**src/rtl/serialtopar_pkg.sv**
```systemverilog
// Shared serial-link definitions: comma character, lock threshold default and
// the receiver alignment state encoding, common to transmitter and receiver.
package serialtopar_pkg;

  localparam logic [7:0] IDLE_CHAR_DEF = 8'hBC;
  localparam int         BC_LOCK_DEF   = 4;

  typedef enum logic [1:0] {
    SEARCH  = 2'd0,
    ALIGNED = 2'd1,
    LOCKED  = 2'd2
  } link_state_t;

endpackage

```
**src/rtl/serialtopar_if.sv**
```systemverilog
// Serial-in / byte-out link bundle. The master drives the bit stream, the
// slave (receiver) returns the recovered byte, its valid flag and lock status.
interface serialtopar_if;

  // Handshake: no back-pressure. data_in is taken every clk_32f edge;
  // valid_out qualifies data_out for the current 8-cycle byte slot only.
  logic       data_in;
  logic [7:0] data_out;
  logic       valid_out;
  logic       active;

  modport master (
    output data_in,
    input  data_out,
    input  valid_out,
    input  active
  );

  modport slave (
    input  data_in,
    output data_out,
    output valid_out,
    output active
  );

endinterface

```
**src/rtl/serialtopar.sv**
```systemverilog
// Serial-to-parallel receiver: finds byte alignment on repeated comma
// characters, locks after BC_LOCK aligned commas, then emits non-idle bytes.
module serialtopar
  import serialtopar_pkg::*;
#(
  parameter logic [7:0] IDLE_CHAR = IDLE_CHAR_DEF,
  parameter int         BC_LOCK   = BC_LOCK_DEF
) (
  input  logic          clk_32f,
  input  logic          reset,
  serialtopar_if.slave  link,
  output link_state_t   dbg_state
);

  localparam logic [3:0] LOCK_CNT = 4'(BC_LOCK);

  link_state_t state_q, state_d;
  logic [7:0]  sreg_q, sreg_d;
  logic [2:0]  bit_cnt_q, bit_cnt_d;
  logic [3:0]  bc_cnt_q, bc_cnt_d;
  logic [7:0]  data_q, data_d;
  logic        valid_q, valid_d;
  logic        active_q, active_d;

  logic [7:0]  nxt;
  logic        is_idle;
  logic        boundary;
  logic [3:0]  bc_inc;

  always_comb begin
    nxt       = {sreg_q[6:0], link.data_in};
    is_idle   = (nxt == IDLE_CHAR);
    boundary  = (bit_cnt_q == 3'd7);
    bc_inc    = bc_cnt_q + 4'd1;

    state_d   = state_q;
    sreg_d    = nxt;
    bit_cnt_d = bit_cnt_q;
    bc_cnt_d  = bc_cnt_q;
    data_d    = data_q;
    valid_d   = valid_q;
    active_d  = active_q;

    case (state_q)
      SEARCH: begin
        // Bit-by-bit hunt: the edge that completes a comma defines the boundary.
        bit_cnt_d = 3'd0;
        bc_cnt_d  = 4'd0;
        if (is_idle) begin
          bc_cnt_d = 4'd1;
          if (LOCK_CNT == 4'd1) begin
            state_d  = LOCKED;
            active_d = 1'b1;
          end else begin
            state_d  = ALIGNED;
          end
        end
      end
      ALIGNED: begin
        bit_cnt_d = bit_cnt_q + 3'd1;
        if (boundary) begin
          if (is_idle) begin
            bc_cnt_d = bc_inc;
            if (bc_inc == LOCK_CNT) begin
              state_d  = LOCKED;
              active_d = 1'b1;
            end
          end else begin
            state_d   = SEARCH;
            bc_cnt_d  = 4'd0;
            bit_cnt_d = 3'd0;
          end
        end
      end
      LOCKED: begin
        // Lock is sticky; a comma in a byte slot just blanks valid for that slot.
        bit_cnt_d = bit_cnt_q + 3'd1;
        if (boundary) begin
          if (is_idle) begin
            valid_d = 1'b0;
          end else begin
            data_d  = nxt;
            valid_d = 1'b1;
          end
        end
      end
      default: begin
        state_d = SEARCH;
      end
    endcase
  end

  always_ff @(posedge clk_32f) begin
    if (!reset) begin
      state_q   <= SEARCH;
      sreg_q    <= 8'h00;
      bit_cnt_q <= 3'd0;
      bc_cnt_q  <= 4'd0;
      data_q    <= 8'h00;
      valid_q   <= 1'b0;
      active_q  <= 1'b0;
    end else begin
      state_q   <= state_d;
      sreg_q    <= sreg_d;
      bit_cnt_q <= bit_cnt_d;
      bc_cnt_q  <= bc_cnt_d;
      data_q    <= data_d;
      valid_q   <= valid_d;
      active_q  <= active_d;
    end
  end

  assign link.data_out  = data_q;
  assign link.valid_out = valid_q;
  assign link.active    = active_q;
  assign dbg_state      = state_q;

endmodule

```
**src/flat_wrapper.sv**
```systemverilog
// flat-port wrapper written by rule: the top's interface ports become plain ports
module serialtopar_flat import serialtopar_pkg::*;
#(
  parameter logic [7:0] IDLE_CHAR = IDLE_CHAR_DEF,
  parameter int         BC_LOCK   = BC_LOCK_DEF
)
  (clk_32f, reset, dbg_state, link_data_in, link_data_out, link_valid_out, link_active);
  serialtopar_if link_i ();
  input  logic clk_32f;
  input  logic reset;
  output link_state_t dbg_state;
  input wire logic [$bits(link_i.data_in)-1:0] link_data_in;
  output wire logic [$bits(link_i.data_out)-1:0] link_data_out;
  output wire logic [$bits(link_i.valid_out)-1:0] link_valid_out;
  output wire logic [$bits(link_i.active)-1:0] link_active;
  assign link_i.data_in = link_data_in;
  assign link_data_out = link_i.data_out;
  assign link_valid_out = link_i.valid_out;
  assign link_active = link_i.active;
  serialtopar #(.IDLE_CHAR(IDLE_CHAR), .BC_LOCK(BC_LOCK)) u_core (.clk_32f(clk_32f), .reset(reset), .link(link_i), .dbg_state(dbg_state));
endmodule
```
**config.mk**
```make
export PLATFORM = sky130hd
export DESIGN_NAME = serialtopar_flat
export DESIGN_NICKNAME = d
export VERILOG_FILES = /design/src/rtl/serialtopar_pkg.sv /design/src/rtl/serialtopar_if.sv /design/src/rtl/serialtopar.sv /design/src/flat_wrapper.sv
export SDC_FILE = /design/constraint.sdc
export NUM_CORES = 1
export LEC_CHECK = 0
export CAP_MARGIN = 5
export CORE_UTILIZATION = 50
export DETAILED_ROUTE_END_ITERATION = 16
export GPL_TIMING_DRIVEN = 1
export PLACE_DENSITY = 0.84
export SYNTH_ARGS = -nofsm -noshare
export SYNTH_HDL_FRONTEND = slang
export SYNTH_SLANG_ARGS = --single-unit
```
**constraint.sdc**
```tcl
create_clock -name clk_32f -period 2 [get_ports clk_32f]
set_input_delay 0.3 -clock clk_32f [delete_from_list [all_inputs] [get_ports clk_32f]]
set_output_delay 0.3 -clock clk_32f [all_outputs]
set_load 0.02 [all_outputs]
```
==> impl_results.md, run 1 <==
- DRC: 0
- Int Pwr: approximately 600 uW
- VDD IR max: ~0.00058 V
- Post-synthesis sequential area ratio: between 40% and 50%
- Slew Limit Fails: 0
- Setup bufs post-CTS: 0
- Vias: roughly 900
- Sw Share: about a fifth
- CTS resizes: 0
- Routing usage on met2: 37.4%
- Initial Util: a little under three fifths
- Critical path data required time: roughly 2.2 ns
- Critical path endpoint: u_core.bit_cnt_q[0]
- Core area: approximately 2000 um^2
- XOR/XNOR share of the synthesized area: 0%
- Worst R2R Start: u_core.bc_cnt_q[0]
- Min-delay worst type: flop to flop
- Cell count after synthesis: around 120
- Crit path cell chain: clkdlybuf4s50_1 > or4b_1 > buf_4 > o21ai_0 > a21oi_1 > o41ai_1
- Multi-input combinational cell area: about 580 um^2
- Async SR Flop Fraction: 0%
- Placer Congestion: a little under 0.8
- Top Usage Layer GRT: met2
- Worst Setup Start Kind: input port
- Number of global-route vias before repair: roughly 920
- Post-synthesis adder-cell area fraction: under 10%
- TNS Setup: 0 ns
- Total track usage: between 20 and 25%
- Commonest non-fill, non-tap cell in the layout: dfxtp_1
- Max Clk Rate: ~0.55 GHz
- Chip Width: ~50 um
- Tot Pwr: 762 uW
- Pin count of the biggest net entering global routing: 16
- R2R cell count: 5
- Area Overhead vs Synth: 19.0%
- H-tree levels: 1
- Status: finished, final reports clean
- Final setup vio count: 0
- R2R Setup Slk: ~0.21 ns
- Most frequent cells in the layout: dfxtp_1 (26), clkdlybuf4s50_1 (14), nor2_1 (10)
- M3 GR Usage: between 3 and 4%
- DR vias/cell: 5.55
- Synth Net Count: about 130
- Clk buf depth: 2
- Clock share of power: between 20% and 30%
- Routed WL: 2230 um
- Net Switching: 163 uW
- GRT met1 Usage: 24.5%
- Final hold violations: 0
- Final min period: approximately 1.8 ns
- N_diodes: 0
- Worst relative slew slack: roughly three fifths
- DR pass1 iterations: 4
- Max-capacitance violation count: 0
- GR Overflow Total: 0
- CTS tree: built
- Logic pwr share: around 2.4%
- Clk_skew: between 0.006 and 0.007 ns
- Largest family of logic cells by synthesized area: simple AND/OR/NAND/NOR gates
- Unrepaired setup endpoints after global routing: no
- CP Class: input port to flop
- Routed WL per cell: 13.7 um
- CP top delay family: buffers and inverters
- Synth warnings: 0
- Reg clk slew, reported paths: 0.13 ns
- Clock latency on the worst-skew pair: 0.32 ns
- Distinct cell type count after synthesis: 34
- Slowest stage delay, CP: 0.56 ns
- Post-synthesis mux area share: 7.04%
- First-pass GRT wire length: about 4000 um
- Critical path fanouts, max: 5
- Register area: ~520 um^2
- CP Depth: 6
- Crit. End Element: flop
- Fraction of layout cells with a size suffix above 1: under 10%
- Die area: approximately 2500 um^2
- Least-Margin Pin Slew: between 0.6 and 0.7 ns
- Nets@finish: between 100 and 150
- Crit. Startpoint: link_data_in
- Sequential group share of total power: 68.7%
- Worst r2r dst: u_core.dbg_state[0]
- Slowest CP cell: or4b_1
- Rows: 16
- Mapped Area: roughly 1100 um^2
- Power per standard cell area: 563 nW/um^2
- Clock sinks: 26
- Initial antenna violation count: 0
- Iter 0 DRT Violations: 18
- Clock Root Buffer: clkbuf_4
- CP arrival: roughly 2.1 ns
- Synth Area in Simple Gates: approximately a fifth
- Die Ht: 49.7 um
- Synth Area in Compound Gates: between 10% and 20%
- Post-CTS Hold Fix Bufs: 0
- Synthesized flop and latch total: 26
- Leak Pwr: between 0.0005 and 0.0006 uW
- Number of flops mapped to enable cells by yosys: 0
- Filler instances: 163
- I/O Buffers: 14
- Ys flop type: dfxtp_1
- Crit path buf inv count: 2
- Mean post-synth cell area: between 9 and 10 um^2
- # IOs: 15
- TritonCTS Buffers: 3
- Final ANT Viol Nets: 0
- DP Wirelength: 1670 um
- Tcrit/Tclk final: roughly nine tenths
==> worst reg2reg max path: stages (launching register included) <==
cell      delay, ns
dfxtp_1        0.48
ha_1           0.26
or4bb_1        0.48
o31ai_1        0.18
o311ai_2       0.15
mux2i_1        0.15
==> flip-flops by register name, summed over array words and instances, names as in the netlist <==
name                   count
u_core.bc_cnt_q            4
u_core.sreg_q              7
u_core.link.valid_out      1
u_core.link.data_out       8
u_core.bit_cnt_q           3
u_core.link.active         1
u_core.dbg_state           2
==> through the flow <==
stage / instance area [um^2] / hold WS (ns) / util [%] / worst slack [ns] / cells
finish: 1350 / 0.451 / 66.3 / 0.168 / 163
global route: 1350 / 0.492 / 66.3 / 0.0848 / 163
CTS: 1350 / 0.454 / 66.3 / 0.195 / 163
detailed placement: 1330 / 0.435 / 65.2 / -0.150 / 160
global placement: 1330 / 0.432 / 65.2 / -0.0672 / 160
floorplan: 1140 / 0.422 / - / 0.305 / 118
==> power groups by stage <==
stage	clock network [uW]	logic (uW)	registers, uW
after CTS	218	18.3	523
after global placement	0	17.4	535
final	220	18.3	523
after detailed placement	0	18.2	535
after global routing	244	20.2	524
after floorplan	0	8.77	534
==> per-layer routing <==
metal | vias to the layer above | part of all wire, %
li1 | 457 | -
met1 | 416 | 45
met2 | 26 | 49
met3 | 5 | 3.8
met4 | 0 | 1.7
met5 | - | 0
==> worst min path at each step <==
stage / start / endpoint / slack (ns) / depth (start not counted)
3_5_place_dp: u_core.link.data_out[7] / u_core.link.data_out[7] / 0.44 / 2
5_1_grt: u_core.link.data_out[7] / u_core.link.data_out[7] / 0.49 / 2
6_report: u_core.link.data_out[7] / u_core.link.data_out[7] / 0.45 / 2
4_1_cts: u_core.link.data_out[7] / u_core.link.data_out[7] / 0.45 / 2
2_1_floorplan: link_data_in / u_core.sreg_q[0] / 0.42 / 1
3_3_place_gp: u_core.link.data_out[7] / u_core.link.data_out[7] / 0.43 / 2
==> cells by family (layout without fill, tap and decap cells) <==
logic type,after synthesis,count (layout)
flip-flops,26,26
AO/OA/AOI/OAI,25,25
adder cells (fa/ha/maj),8,8
buffers and inverters,10,28
multiplexers,8,8
AND/OR/NAND/NOR,41,41
==> cell usage after synthesis, drive strengths merged (2+ instances only) <==
master | count | share of area (%)
a21oi | 8 | 3.5
and2 | 7 | 3.9
buf | 2 | 0.88
clkbuf | 2 | 0.66
dfxtp | 26 | 46
ha | 8 | 8.8
inv | 6 | 2.0
mux2i | 8 | 7.0
nand2 | 7 | 2.3
nand2b | 2 | 1.1
nand3 | 4 | 1.8
nand3b | 2 | 1.3
nor2 | 10 | 3.3
nor3 | 3 | 1.8
o21ai | 4 | 1.8
o31ai | 3 | 2.0
==> area by class of cell <==
class	count	share of cell area (%)
Multi-Input combinational cell	82	42.6
Inverter	6	1.66
Timing Repair Buffer	19	13.1
Clock buffer	3	1.66
Sequential cell	26	38.4
Tap cell	27	2.50
No activity file was read; power rests on OpenSTA's default activity.
==> run 2, diff against run 1 <==
- CORE_MARGIN: not set -> 5
==> run 2 against run 1 <==
- non-clock buffer count increased by 3
- sequential power about the same
- worst hold slack improved by 0.0027 ns
- highest routed layer unchanged
==> impl_results.md, run 2 (synthesis gave the netlist of run 1 again) <==
- Number of global-route vias before repair: 959 (+4.8%)
- Initial Util: 51.9% (-3.8 points)
- Min-delay worst type: flop to flop
- DRC: 0 (unchanged)
- Critical path fanouts, max: 5 (unchanged)
- Tcrit/Tclk final: 89.6% (-2.0 points)
- Worst relative slew slack: 61.7% (+3.4 points)
- Clock share of power: 39.6% (+11 points)
- Slowest CP cell: or4b_1
- CP Depth: 6 (unchanged)
- Final min period: 1.79 ns (-0.0401 ns)
- # IOs: 15 (unchanged)
- Vias: 921 (+1.9%)
- Reg clk slew, reported paths: 0.13 ns (about the same)
- Die Ht: 57.7 um (+16%)
- Core area: 2190 um^2 (+7.3%)
- Slew Limit Fails: 0 (unchanged)
- Fraction of layout cells with a size suffix above 1: 10.0% (+2.6 points)
- Sequential group share of total power: 58.1% (-11 points)
- DP Wirelength: 1690 um (+1.2%)
- Hold path cells: 2 (unchanged)
- Clock latency on the worst-skew pair: 0.32 ns (about the same)
- Finished Layout Cells: 168 (+3.1%)
- GR Overflow Total: 0 (unchanged)
- CTS resizes: 0 (unchanged)
- Leak Pwr: 0.000576 uW (+5.3%)
- First-pass GRT wire length: 4100 um (+3.7%)
- Power per standard cell area: 639 nW/um^2 (+14%)
- DR pass1 iterations: 4 (unchanged)
- Initial antenna violation count: 0 (unchanged)
- Critical path data required time: 2.22 ns (about the same)
- Iter 0 DRT Violations: 21 (+3)
- Crit path cell chain: clkdlybuf4s50_1 > or4b_1 > buf_4 > o21ai_1 > o311ai_2 > mux2i_1
- Chip Width: 57.7 um (+16%)
- Clock sinks: 26 (unchanged)
- CP arrival: 2.01 ns (-0.05 ns)
- Die area: 3330 um^2 (+35%)
- Placer Congestion: 0.828 (+5.8%)
- Area Overhead vs Synth: 23.8%
- Unrepaired setup endpoints after global routing: no
- Status: finished, final reports clean
- Int Pwr: 733 uW (+22%)
- Final Cell Area: 1410 um^2 (+4.0%)
- Placed cells: 164 (+2.5%)
- Setup bufs post-CTS: 0 (unchanged)
- Nets@finish: 152 (+2.0%)
- Clk buf depth: 2 (unchanged)
- Final setup vio count: 0 (unchanged)
- VDD IR max: 0.000745 V (+29%)
- I/O Buffers: 14 (unchanged)
- Most frequent cells in the layout: dfxtp_1 (26), clkdlybuf4s50_1 (14), nor2_1 (10)
- Pin count of the biggest net entering global routing: 16 (unchanged)
- Least-Margin Pin Slew: 0.570 ns (-0.0503 ns)
- Crit. Startpoint: link_data_in
- Net Switching: 166 uW (+2.1%)
- Clk_skew: 0.00167 ns (-0.00448 ns)
- DP Area: 1360 um^2 (+1.8%)
- Crit. End Element: flop
- Rows: 17 (+1)
- Logic pwr share: 2.3% (about the same)
- Worst R2R Start: u_core.bc_cnt_q[0]
- Routed WL per cell: 13.4 um (-1.8%)
- Post-CTS Hold Fix Bufs: 0 (unchanged)
- Commonest non-fill, non-tap cell in the layout: dfxtp_1
- Max Clk Rate: 0.558 GHz (+2.2%)
- Max reg flops: 8 (unchanged)
- H-tree levels: 1 (unchanged)
- Crit path buf inv count: 2 (unchanged)
- Total track usage: 15.5% (-5.2 points)
- Worst Setup Start Kind: input port
- Slowest stage delay, CP: 0.54 ns (-0.02 ns)
- Max-capacitance violation count: 0 (unchanged)
- Sw Share: 18.5% (-2.9 points)
- CP top delay family: buffers and inverters
- Clock Root Buffer: clkbuf_4
- Final hold violations: 0 (unchanged)
- CP Class: input port to flop
- R2R cell count: 5 (unchanged)
- N_diodes: 0 (unchanged)
- Min-Delay Startpoint: u_core.link.data_out[7]
- CTS tree: built
- Routed WL: 2260 um (+1.3%)
- TritonCTS Buffers: 3 (unchanged)
- DR vias/cell: 5.48 (-1.2%)
- Final ANT Viol Nets: 0 (unchanged)
-- run 2: area by class of cell --
cell class,count,area [um^2]
fill,183,783
multi-input combinational,82,577
sequential,26,520
timing repair buffer,22,200
tap,28,35.0
clock inverter,1,30.0
clock buffer,3,22.5
inverter,6,22.5
-- run 2: path summary, 6_finish.rpt --
path,end,slack (ns)
max reg2reg,u_core.dbg_state[0],0.22
min,u_core.link.data_out[7],0.45
min reg2reg,u_core.link.data_out[7],0.45
max,u_core.dbg_state[0],0.21
-- run 2: tightest hold or removal path, stage by stage, from the launching register on --
cell     delay (ns)
dfxtp_1        0.33
inv_1          0.04
a21oi_1        0.05
-- run 2: power groups by stage --
| stage | registers, uW | logic, uW | clock network (uW) |
|---|---|---|---|
| 2_1_floorplan | 534 | 8.77 | 0 |
| 3_3_place_gp | 535 | 20.4 | 0 |
| 3_5_place_dp | 535 | 21.1 | 0 |
| 4_1_cts | 523 | 21.1 | 364 |
| 5_1_grt | 524 | 22.9 | 390 |
| 6_report | 523 | 20.7 | 356 |
-- run 2: per-stage QoR --
step	total power [uW]	setup WS [ns]	setup TNS, ns	utilization (%)	hold WS, ns
floorplan	543	0.305	0	-	0.422
finish	900	0.209	0	64.2	0.454
CTS	908	0.228	0	64.2	0.454
global route	937	0.0810	0	64.2	0.470
global placement	555	-0.0439	-0.123	61.9	0.435
detailed placement	556	-0.0983	-0.431	61.9	0.435
-- run 2: per-layer routing --
layer	wire [um]	part of all wire, %	GRT usage (%)
met4	38	1.7	7.62
met1	1010	45	18.3
met3	79	3.5	3.34
met5	0	0	0
met2	1130	50	26.5
